===== config.mk =====
export PLATFORM = sky130hd
export DESIGN_NAME = isa_encoder_flat
export DESIGN_NICKNAME = d
export VERILOG_FILES = /design/src/rtl/rv32_isa_pkg.sv /design/src/rtl/isa_encoder_if.sv /design/src/rtl/sync_fifo.sv /design/src/rtl/isa_encoder.sv /design/src/flat_wrapper.sv
export SDC_FILE = /design/constraint.sdc
export NUM_CORES = 1
export LEC_CHECK = 0
export CAP_MARGIN = 30
export CORE_MARGIN = 2
export CORE_UTILIZATION = 35
export DETAILED_ROUTE_END_ITERATION = 12
export PLACE_DENSITY_LB_ADDON = 0.12
export SETUP_SLACK_MARGIN = 0.2
export SLEW_MARGIN = 40
export SYNTH_ARGS = -nofsm -noshare
export SYNTH_HDL_FRONTEND = slang
export SYNTH_SLANG_ARGS = --single-unit

===== constraint.sdc =====
create_clock -name iClk -period 6.6 [get_ports iClk]
set_clock_uncertainty 0.05 [all_clocks]
set_input_delay 1.32 -clock iClk [delete_from_list [all_inputs] [get_ports iClk]]
set_output_delay 1.32 -clock iClk [all_outputs]
set_load 0.01 [all_outputs]

===== src/rtl/rv32_isa_pkg.sv =====
// rv32_isa_pkg: RV32I format codes, encoder error codes and base opcodes
// shared by the instruction encoder and decoder.
package rv32_isa_pkg;

    typedef enum logic [2:0] {
        FMT_R = 3'd0,
        FMT_I = 3'd1,
        FMT_S = 3'd2,
        FMT_B = 3'd3,
        FMT_U = 3'd4,
        FMT_J = 3'd5
    } fmt_e;

    typedef enum logic [1:0] {
        ERR_NONE    = 2'd0,
        ERR_ILLEGAL = 2'd1,
        ERR_RANGE   = 2'd2,
        ERR_ALIGN   = 2'd3
    } err_e;

    localparam logic [6:0] OP_OP     = 7'h33;
    localparam logic [6:0] OP_IMM    = 7'h13;
    localparam logic [6:0] OP_STORE  = 7'h23;
    localparam logic [6:0] OP_BRANCH = 7'h63;
    localparam logic [6:0] OP_LUI    = 7'h37;
    localparam logic [6:0] OP_JAL    = 7'h6F;

    // True when v is the sign-extension of its low `bits` bits.
    function automatic logic fits_signed(input logic [31:0] v, input int unsigned bits);
        logic [31:0] t;
        t = $signed(v) >>> (bits - 1);
        return (t == '0) || (t == '1);
    endfunction

endpackage


===== src/rtl/isa_encoder_if.sv =====
// isa_encoder_if: request bus, memory write port and error status of the
// instruction encoder.
interface isa_encoder_if #(
    parameter int ADDR_W = 10
);
    logic              iValid;
    logic              oReady;
    logic [2:0]        iFmt;
    logic [6:0]        iOpCode;
    logic [4:0]        iRD;
    logic [4:0]        iRS1;
    logic [4:0]        iRS2;
    logic [2:0]        iFunc3;
    logic [6:0]        iFunc7;
    logic [31:0]       iImm;
    logic              iFlush;
    logic              iClrErr;
    logic              oWrValid;
    logic              iWrReady;
    logic [ADDR_W-1:0] oWrAddr;
    logic [31:0]       oWrData;
    logic              oWrap;
    logic              oErr;
    logic [1:0]        oErrCode;

    modport master (
        output iValid, iFmt, iOpCode, iRD, iRS1, iRS2, iFunc3, iFunc7, iImm,
               iFlush, iClrErr, iWrReady,
        input  oReady, oWrValid, oWrAddr, oWrData, oWrap, oErr, oErrCode
    );

    modport slave (
        input  iValid, iFmt, iOpCode, iRD, iRS1, iRS2, iFunc3, iFunc7, iImm,
               iFlush, iClrErr, iWrReady,
        output oReady, oWrValid, oWrAddr, oWrData, oWrap, oErr, oErrCode
    );
endinterface


===== src/rtl/sync_fifo.sv =====
// sync_fifo: single-clock FIFO with wrap-bit pointers; clr empties it and
// overrides any same-cycle push or pop.
module sync_fifo #(
    parameter int WIDTH = 32,
    parameter int DEPTH = 4
) (
    input  logic             clk,
    input  logic             rst_n,
    input  logic             clr,
    input  logic             push,
    input  logic             pop,
    input  logic [WIDTH-1:0] wdata,
    output logic [WIDTH-1:0] rdata,
    output logic             full,
    output logic             empty
);
    localparam int AW = $clog2(DEPTH);

    logic [WIDTH-1:0] mem [DEPTH];
    logic [AW:0]      wp, rp;
    logic             do_push, do_pop;

    assign empty   = wp == rp;
    assign full    = (wp[AW] != rp[AW]) && (wp[AW-1:0] == rp[AW-1:0]);
    assign rdata   = mem[rp[AW-1:0]];
    assign do_push = push && !full && !clr;
    assign do_pop  = pop && !empty && !clr;

    always_ff @(posedge clk or negedge rst_n) begin
        if (!rst_n) begin
            wp <= '0;
            rp <= '0;
        end else if (clr) begin
            wp <= '0;
            rp <= '0;
        end else begin
            wp <= do_push ? wp + 1'b1 : wp;
            rp <= do_pop ? rp + 1'b1 : rp;
        end
    end

    always_ff @(posedge clk) begin
        if (do_push)
            mem[wp[AW-1:0]] <= wdata;
    end

endmodule


===== src/rtl/isa_encoder.sv =====
// isa_encoder: packs RV32I instruction fields into 32-bit words, rejects bad
// formats/immediates, and queues good words for sequential memory writes.
module isa_encoder
    import rv32_isa_pkg::*;
#(
    parameter int DEPTH  = 4,
    parameter int ADDR_W = 10
) (
    input logic          iClk,
    input logic          iRst_n,
    isa_encoder_if.slave bus
);
    logic [31:0]       imm, word, head;
    err_e              bad;
    logic              live, rdy, full, empty, acc, push, pop, wrap, err;
    logic [1:0]        err_code;
    logic [ADDR_W-1:0] addr;

    assign imm = bus.iImm;

    // Alignment is checked ahead of range so a misaligned offset reports as such.
    always_comb begin
        word = '0;
        bad  = ERR_NONE;
        case (bus.iFmt)
            FMT_R: word = {bus.iFunc7, bus.iRS2, bus.iRS1, bus.iFunc3, bus.iRD, bus.iOpCode};
            FMT_I: begin
                word = {imm[11:0], bus.iRS1, bus.iFunc3, bus.iRD, bus.iOpCode};
                bad  = fits_signed(imm, 12) ? ERR_NONE : ERR_RANGE;
            end
            FMT_S: begin
                word = {imm[11:5], bus.iRS2, bus.iRS1, bus.iFunc3, imm[4:0], bus.iOpCode};
                bad  = fits_signed(imm, 12) ? ERR_NONE : ERR_RANGE;
            end
            FMT_B: begin
                word = {imm[12], imm[10:5], bus.iRS2, bus.iRS1, bus.iFunc3,
                        imm[4:1], imm[11], bus.iOpCode};
                bad  = imm[0] ? ERR_ALIGN : fits_signed(imm, 13) ? ERR_NONE : ERR_RANGE;
            end
            FMT_U: begin
                word = {imm[31:12], bus.iRD, bus.iOpCode};
                bad  = (imm[11:0] != '0) ? ERR_ALIGN : ERR_NONE;
            end
            FMT_J: begin
                word = {imm[20], imm[10:1], imm[11], imm[19:12], bus.iRD, bus.iOpCode};
                bad  = imm[0] ? ERR_ALIGN : fits_signed(imm, 21) ? ERR_NONE : ERR_RANGE;
            end
            default: bad = ERR_ILLEGAL;
        endcase
    end

    // Ready comes only from registered state, so a full queue never accepts.
    assign rdy  = live && !full;
    assign acc  = bus.iValid && rdy;
    assign push = acc && (bad == ERR_NONE) && !bus.iFlush;
    assign pop  = !empty && bus.iWrReady && !bus.iFlush;

    sync_fifo #(
        .WIDTH (32),
        .DEPTH (DEPTH)
    ) u_fifo (
        .clk   (iClk),
        .rst_n (iRst_n),
        .clr   (bus.iFlush),
        .push  (push),
        .pop   (pop),
        .wdata (word),
        .rdata (head),
        .full  (full),
        .empty (empty)
    );

    always_ff @(posedge iClk or negedge iRst_n) begin
        if (!iRst_n) begin
            live     <= 1'b0;
            addr     <= '0;
            wrap     <= 1'b0;
            err      <= 1'b0;
            err_code <= '0;
        end else begin
            live <= 1'b1;
            wrap <= pop && (&addr);
            addr <= bus.iFlush ? '0 : pop ? addr + 1'b1 : addr;
            if (acc && bad != ERR_NONE) begin
                err      <= 1'b1;
                err_code <= (!err || bus.iClrErr) ? bad : err_code;
            end else if (bus.iClrErr) begin
                err      <= 1'b0;
                err_code <= '0;
            end
        end
    end

    assign bus.oReady   = rdy;
    assign bus.oWrValid = !empty;
    assign bus.oWrData  = empty ? '0 : head;
    assign bus.oWrAddr  = addr;
    assign bus.oWrap    = wrap;
    assign bus.oErr     = err;
    assign bus.oErrCode = err_code;

endmodule


===== src/flat_wrapper.sv =====
// flat-port wrapper written by rule: the top's interface ports become plain ports
module isa_encoder_flat import rv32_isa_pkg::*;
#(
    parameter int DEPTH  = 4,
    parameter int ADDR_W = 10
)
  (iClk, iRst_n, bus_iValid, bus_iFmt, bus_iOpCode, bus_iRD, bus_iRS1, bus_iRS2, bus_iFunc3, bus_iFunc7, bus_iImm, bus_iFlush, bus_iClrErr, bus_iWrReady, bus_oReady, bus_oWrValid, bus_oWrAddr, bus_oWrData, bus_oWrap, bus_oErr, bus_oErrCode);
  isa_encoder_if #(.ADDR_W(ADDR_W)) bus_i ();
  input logic iClk;
  input logic iRst_n;
  input wire logic [$bits(bus_i.iValid)-1:0] bus_iValid;
  input wire logic [$bits(bus_i.iFmt)-1:0] bus_iFmt;
  input wire logic [$bits(bus_i.iOpCode)-1:0] bus_iOpCode;
  input wire logic [$bits(bus_i.iRD)-1:0] bus_iRD;
  input wire logic [$bits(bus_i.iRS1)-1:0] bus_iRS1;
  input wire logic [$bits(bus_i.iRS2)-1:0] bus_iRS2;
  input wire logic [$bits(bus_i.iFunc3)-1:0] bus_iFunc3;
  input wire logic [$bits(bus_i.iFunc7)-1:0] bus_iFunc7;
  input wire logic [$bits(bus_i.iImm)-1:0] bus_iImm;
  input wire logic [$bits(bus_i.iFlush)-1:0] bus_iFlush;
  input wire logic [$bits(bus_i.iClrErr)-1:0] bus_iClrErr;
  input wire logic [$bits(bus_i.iWrReady)-1:0] bus_iWrReady;
  output wire logic [$bits(bus_i.oReady)-1:0] bus_oReady;
  output wire logic [$bits(bus_i.oWrValid)-1:0] bus_oWrValid;
  output wire logic [$bits(bus_i.oWrAddr)-1:0] bus_oWrAddr;
  output wire logic [$bits(bus_i.oWrData)-1:0] bus_oWrData;
  output wire logic [$bits(bus_i.oWrap)-1:0] bus_oWrap;
  output wire logic [$bits(bus_i.oErr)-1:0] bus_oErr;
  output wire logic [$bits(bus_i.oErrCode)-1:0] bus_oErrCode;
  assign bus_i.iValid = bus_iValid;
  assign bus_i.iFmt = bus_iFmt;
  assign bus_i.iOpCode = bus_iOpCode;
  assign bus_i.iRD = bus_iRD;
  assign bus_i.iRS1 = bus_iRS1;
  assign bus_i.iRS2 = bus_iRS2;
  assign bus_i.iFunc3 = bus_iFunc3;
  assign bus_i.iFunc7 = bus_iFunc7;
  assign bus_i.iImm = bus_iImm;
  assign bus_i.iFlush = bus_iFlush;
  assign bus_i.iClrErr = bus_iClrErr;
  assign bus_i.iWrReady = bus_iWrReady;
  assign bus_oReady = bus_i.oReady;
  assign bus_oWrValid = bus_i.oWrValid;
  assign bus_oWrAddr = bus_i.oWrAddr;
  assign bus_oWrData = bus_i.oWrData;
  assign bus_oWrap = bus_i.oWrap;
  assign bus_oErr = bus_i.oErr;
  assign bus_oErrCode = bus_i.oErrCode;
  isa_encoder #(.DEPTH(DEPTH), .ADDR_W(ADDR_W)) u_core (.iClk(iClk), .iRst_n(iRst_n), .bus(bus_i));
endmodule

After elaboration in Yosys (flattened, before gate mapping)
Memories as Yosys holds them, arrays and structs flattened.
Index checks and enable logic that the tools add are counted.

storage, ports and cells
  flip-flop bits (word level) = 21
  input bits = 73
  memory bits (writable) = 128
  bits in read-only memories = 0
  logic and storage cells = 80
  latch bits = 0
  memories = 1
  output and inout port bits = 48

cells by class
  divide/modulo/power cells = 0
  mux-type cells = 22
  magnitude comparators = 0
  shift operators = 0
  reduce and logical (&&, ||, !) cells = 35
  multiply operators = 0
  add/subtract/negate cells = 3
  bitwise gates (word level) = 0
  equality and inequality tests = 12

memories
  name               words  bits a word  rd ports  clocked after memory_dff  write ports  RTL line         RTL
  u_core.u_fifo.mem  4      32           1         0                         1            sync_fifo.sv:19  logic [WIDTH-1:0] mem [DEPTH];

operator list
  kind                     count
  $pmux W32 S6             1
  $eq A32 B32 Y1 const B   3
  $logic_not A32 Y1        3
  $mux W32                 1
  $mux W10                 2
  $mux W2                  9
  $logic_and A1 B1 Y1      13
  $mux W3                  4
  $reduce_bool A12 Y1      1
  $add A10 B1 Y10 const B  1
  $pmux W2 S5              1
  $reduce_and A10 Y1       1
  $reduce_bool A2 Y1       5
  $add A3 B1 Y3 const B    2
  $eq A3 B2 Y1 const B     2
  $eq A3 B3 Y1 const B     2
  $logic_not A1 Y1         4
  $logic_or A1 B1 Y1       4
  $mux W1                  4
  $eq A3 B1 Y1 const B     1
  $eq A3 B3 Y1             1
  $logic_not A3 Y1         1
  $eq A2 B2 Y1             1
  $logic_not A2 Y1         1
  other kinds (4)          4

Logic depth before layout (Yosys ltp)
  depth in word-level cells = 12
  mapped depth = 8
  gate-level depth less buffers = 6

By module
Synthesis repeated with hierarchy kept, for this count alone.

second synthesis, totals
  cell total of the unflattened synthesis = 491
  area, all modules = 6984.2 um^2

modules (own cells, without submodules)
  module       times used  cells an instance  sequential area each (um^2)  area each (um^2)
  sync_fifo    1           235                3993.8                       5181.2
  isa_encoder  1           256                375.4                        1803.0

Worst setup path after synthesis
OpenSTA, ideal clock, no wires.

  kind = input -> register
  start point = in bus_iImm[25]
  end point = mem u_core.u_fifo.mem[0][0], enable pin
  required time = 6.082 ns
  stages on the path = 6
  path buffers = 0
  setup time = 0.468 ns
  data arrival time = 4.906 ns
  slack = 1.176 ns
  cells stage by stage = or4_4 > nand3b_4 > o211ai_1 > a21o_2 > nand4_2 > nor3b_1

on the way
  cells in the longest elaborated chain, start to end = 12
  elaborated cells on any way between the ends = 22
  those cells by class = eq/ne (3); mux (8); reduce/logical (11)

ends and longest elaborated chain
  what                                                 RTL line                              RTL
  from (decl)                                          flat_wrapper.sv:19                    input wire logic [$bits(bus_i.iImm)-1:0] bus_iImm;
  $eq A32 B32 Y1 or $logic_not A32 Y1 (tied branches)  rv32_isa_pkg.sv:32                    return (t == '0) || (t == '1);
  $logic_or A1 B1 Y1                                   rv32_isa_pkg.sv:32
  $mux W2, on equally long branches (2 in a row)       isa_encoder.sv:46, isa_encoder.sv:38
  $pmux W2 S5 *                                        isa_encoder.sv:25                     case (bus.iFmt)
  $logic_not A2 Y1 *                                   isa_encoder.sv:55                     assign push = acc && (bad == ERR_NONE) && !bus.iFlush;
  $logic_and A1 B1 Y1 * (2 in a row)                   isa_encoder.sv:55
  $logic_and A1 B1 Y1 * (2 in a row)                   sync_fifo.sv:26                       assign do_push = push && !full && !clr;
  $mux W1 *                                            sync_fifo.sv:43                       if (do_push)
  $mux W1 (not written as such) *                      sync_fifo.sv:44                       mem[wp[AW-1:0]] <= wdata;
  to (decl)                                            sync_fifo.sv:19

Every way passes the cells marked *; elsewhere a longest branch is shown, timed or not.

Final worst setup path
  start point = in bus_iImm[20]
  end point = mem u_core.u_fifo.mem[1][7], enable pin

Same word-level chain as after synthesis.

==> impl_metrics.json <==
{
  "finalHoldViolations": 0,
  "routedWlPerCell_um": 19.84,
  "grt_pass1_wl_mm": 26.65,
  "die_w_um": 144.3,
  "rsz0062_at_grt": "false",
  "arrival_ps": 4450,
  "die-area_mm2": 0.02083,
  "finalSetupViolations": 0,
  "period_minus_slack_ps": 4425,
  "p_clk_frac": 0.404,
  "r2r_end": "u_core.u_fifo.mem[1][7]",
  "antenna_found_initial": 0,
  "finalPower_mw": 2.316,
  "outcome": "finished clean",
  "initial_utilization": 0.3553,
  "via_per_inst": 5.050,
  "min_to": "u_core.bus.oErrCode[0]",
  "worst_pin_slew_ps": 747.9,
  "seq_area_frac_synth": 0.6339,
  "overflow": 0,
  "leakage_nw": 3.036,
  "whs_path_depth": 1,
  "cts_setup_buffers": 0,
  "coreArea_mm2": 0.01940,
  "gp_congestion": 0.7940,
  "ys_ff_latch": 149,
  "place_area_mm2": 0.008397,
  "syn-instance-count": 478,
  "grt_usage": 0.1761,
  "wl_met1_mm": 7.485,
  "max_slew_margin": 0.4992,
  "cts_tree": "yes",
  "cp-end-kind": "flip-flop",
  "ys_warn_count": 0,
  "drv_slew": 0,
  "cts_made_buffers": 17,
  "io_buffer_count": 120,
  "drt-total-wl_mm": 17.36,
  "worst_skew_pair.late_latency_ps": 420,
  "synth_area_per_cell_um2": 14.42,
  "syn-num-nets": 557,
  "ant_nets": 0,
  "powerDensity_mw_per_mm2": 258.1,
  "synth_area_mm2": 0.006893,
  "diodes": 0,
  "wl_met3_um": 642,
  "hold_buffers": 0,
  "postLayoutCellArea_mm2": 0.008972,
  "multi_input_area_mm2": 0.002377,
  "r2r_setup_slack_ps": 2970,
  "crit_path_start_kind": "input pin",
  "min_from": "u_core.bus.oErrCode[0]",
  "reg2reg_from": "u_core.u_fifo.rp[1]",
  "switching_power_uw": 519.0,
  "top_layer": "met4",
  "drive_above_1_share": 0.1525,
  "netSwitchingFraction": 0.2241,
  "cts.sinks": 149,
  "vias": 4419,
  "num_io_pins": 121,
  "grt_pass1_vias": 4717,
  "syn2layout_area_growth_pct": 30.17,
  "dr_wl_met2_mm": 8.764,
  "regArea_mm2": 0.004374,
  "finalCoreUtilization": 0.4625,
  "clk_path_buf_depth": 2,
  "drt_iter0_drc": 321,
  "layout_worst_path_cycle_share": 0.6704,
  "num_rows": 51,
  "worstSetupPathType": "input pin to flip-flop",
  "cts_max_level": 4,
  "fin_tns_setup_ps": 0,
  "intPower_mw": 1.797,
  "cp_max_fo": 21,
  "final_nets": 676,
  "dp_hpwl_mm": 11.37,
  "cts-root-buf": "clkbuf_16",
  "route.detailed.drc": 0,
  "fmax_mhz": 226.0,
  "fp.dieH_um": 144.3,
  "hold_ws_ps": 466.3,
  "path_clk_slew_ps": 50,
  "dr.pass1.iters": 4,
  "worstHoldPathType": "flip-flop to flip-flop",
  "grt_max_degree": 36,
  "n_fill_cell": 1778,
  "yosysUniqueCellTypes": 56,
  "reg2reg_depth": 6,
  "required_ps": 6620,
  "ir_worst_vdd_mv": 0.1794,
  "cts_resized": 0,
  "drv_cap": 0,
  "p_comb_frac": 0.142,
  "seqPwrFrac": 0.453
}
==> cell families after synthesis <==
family / after synthesis / synth area share
buffers and inverters: 47 / 0.02705
AOI/OAI and AO/OA: 62 / 0.05573
and+or+nand+nor: 150 / 0.1231
muxes: 47 / 0.1285
adders and majority gates: 6 / 0.01089
DFF: 149 / 0.6339
xor gates and xnor gates: 16 / 0.02033
other: 1 / 0.0005440
==> worst max-delay path, stage by stage <==
cell and delay (ps):
clkdlybuf4s50_1 540, nand4_1 90, or3_1 440, nor3_1 380, o21a_2 260, nand4_2 230, nor3b_4 700, buf_4 480
==> stage by stage <==
| stage | instances | worst slack (ps) |
|---|---|---|
| after global routing | 875 | 1944 |
| after CTS | 875 | 2082 |
| final | 875 | 2175 |
| after global placement | 843 | 1534 |
| after detailed placement | 843 | 1702 |
| after floorplan | 478 | 1176 |
==> state kept, by name, indices dropped and copies added (netlist names) <==
signal,flops
u_core.bus.oWrAddr,10
u_core.bus.oErr,1
u_core.u_fifo.mem,128
u_core.u_fifo.wp,3
u_core.u_fifo.rp,3
u_core.live,1
u_core.bus.oWrap,1
u_core.bus.oErrCode,2
==> power by group through the flow <==
stage,combinational (mW),clock (mW),sequential (mW)
after floorplan,0.172,0,1.07
after global placement,0.330,0,1.07
after detailed placement,0.334,0,1.07
after CTS,0.335,0.957,1.05
after global routing,0.359,0.998,1.05
final,0.330,0.937,1.05
==> final cells by class <==
| class | instances | share of cell area |
|---|---|---|
| clock inverter | 12 | 0.01506 |
| timing repair buffer | 128 | 0.1389 |
| inverter | 19 | 0.007949 |
| tap | 265 | 0.03695 |
| multi-input combinational | 282 | 0.2650 |
| sequential | 149 | 0.4875 |
| clock buffer | 20 | 0.04867 |
==> worst max path at each step <==
stage / from / endpoint / slack [ps]
floorplan: bus_iImm[25] / u_core.u_fifo.mem[0][0] / 1180
global placement: bus_iFmt[0] / u_core.u_fifo.mem[1][8] / 1530
detailed placement: bus_iImm[20] / u_core.u_fifo.mem[1][8] / 1700
CTS: u_core.u_fifo.rp[1] / bus_oWrData[12] / 2080
global route: bus_iImm[20] / u_core.u_fifo.mem[1][11] / 1940
finish: bus_iImm[20] / u_core.u_fifo.mem[1][7] / 2180
==> metal layers <==
layer,global-route usage,vias to the layer above
li1,-,2041
met1,0.2220,2223
met2,0.2991,122
met3,0.03179,33
met4,0.07460,0
met5,0,-
==> Yosys cell counts (all sizes together) <==
cell type / n / area (um2)
edfxtp: 128 / 3844
nor2b: 40 / 250.2
mux4: 32 / 720.7
nand2: 30 / 112.6
o21ai: 28 / 143.9
nor2: 26 / 97.59
clkbuf: 22 / 83.83
dfrtp: 21 / 525.5
inv: 19 / 71.32
a21oi: 12 / 60.06
and2: 10 / 62.56
nand4: 10 / 68.81
mux2i: 9 / 90.09
xnor2: 8 / 70.07
xor2: 8 / 70.07
nor4: 7 / 56.30
a22oi: 6 / 45.04
buf: 6 / 31.28
ha: 6 / 75.07
mux2: 6 / 75.07
a31oi: 5 / 37.53
nand3: 5 / 25.02
nor3b: 5 / 37.54
nand2b: 4 / 25.02
nor3: 3 / 20.02
a21o: 2 / 16.27
a32o: 2 / 21.27
and3: 2 / 12.51
and4: 2 / 20.02
nand3b: 2 / 27.53
or4: 2 / 18.77
a2111oi: 1 / 10.01
a211oi: 1 / 7.510
a21bo: 1 / 10.01
a21boi: 1 / 7.510
and2b: 1 / 7.510
conb: 1 / 3.750
o2111ai: 1 / 8.760
o211ai: 1 / 7.510
o21a: 1 / 8.760
or3: 1 / 6.260
==> cell usage in the layout (no fill, tap or decap), types with 6 or more instances in the layout <==
master / synthesis / layout
a21oi_1: 12 / 12
a22oi_1: 6 / 6
and2_1: 10 / 10
buf_4: 1 / 8
clkbuf_16: 0 / 17
clkdlybuf4s50_1: 0 / 117
dfrtp_1: 21 / 19
edfxtp_1: 128 / 128
ha_1: 6 / 6
inv_1: 19 / 19
mux2i_1: 9 / 9
mux4_2: 32 / 32
nand2_1: 30 / 30
nand4_1: 9 / 9
nor2_1: 26 / 26
nor2b_1: 40 / 39
o21ai_0: 27 / 27
xnor2_1: 8 / 8
xor2_1: 8 / 8
(Power assumes the default switching activity.)
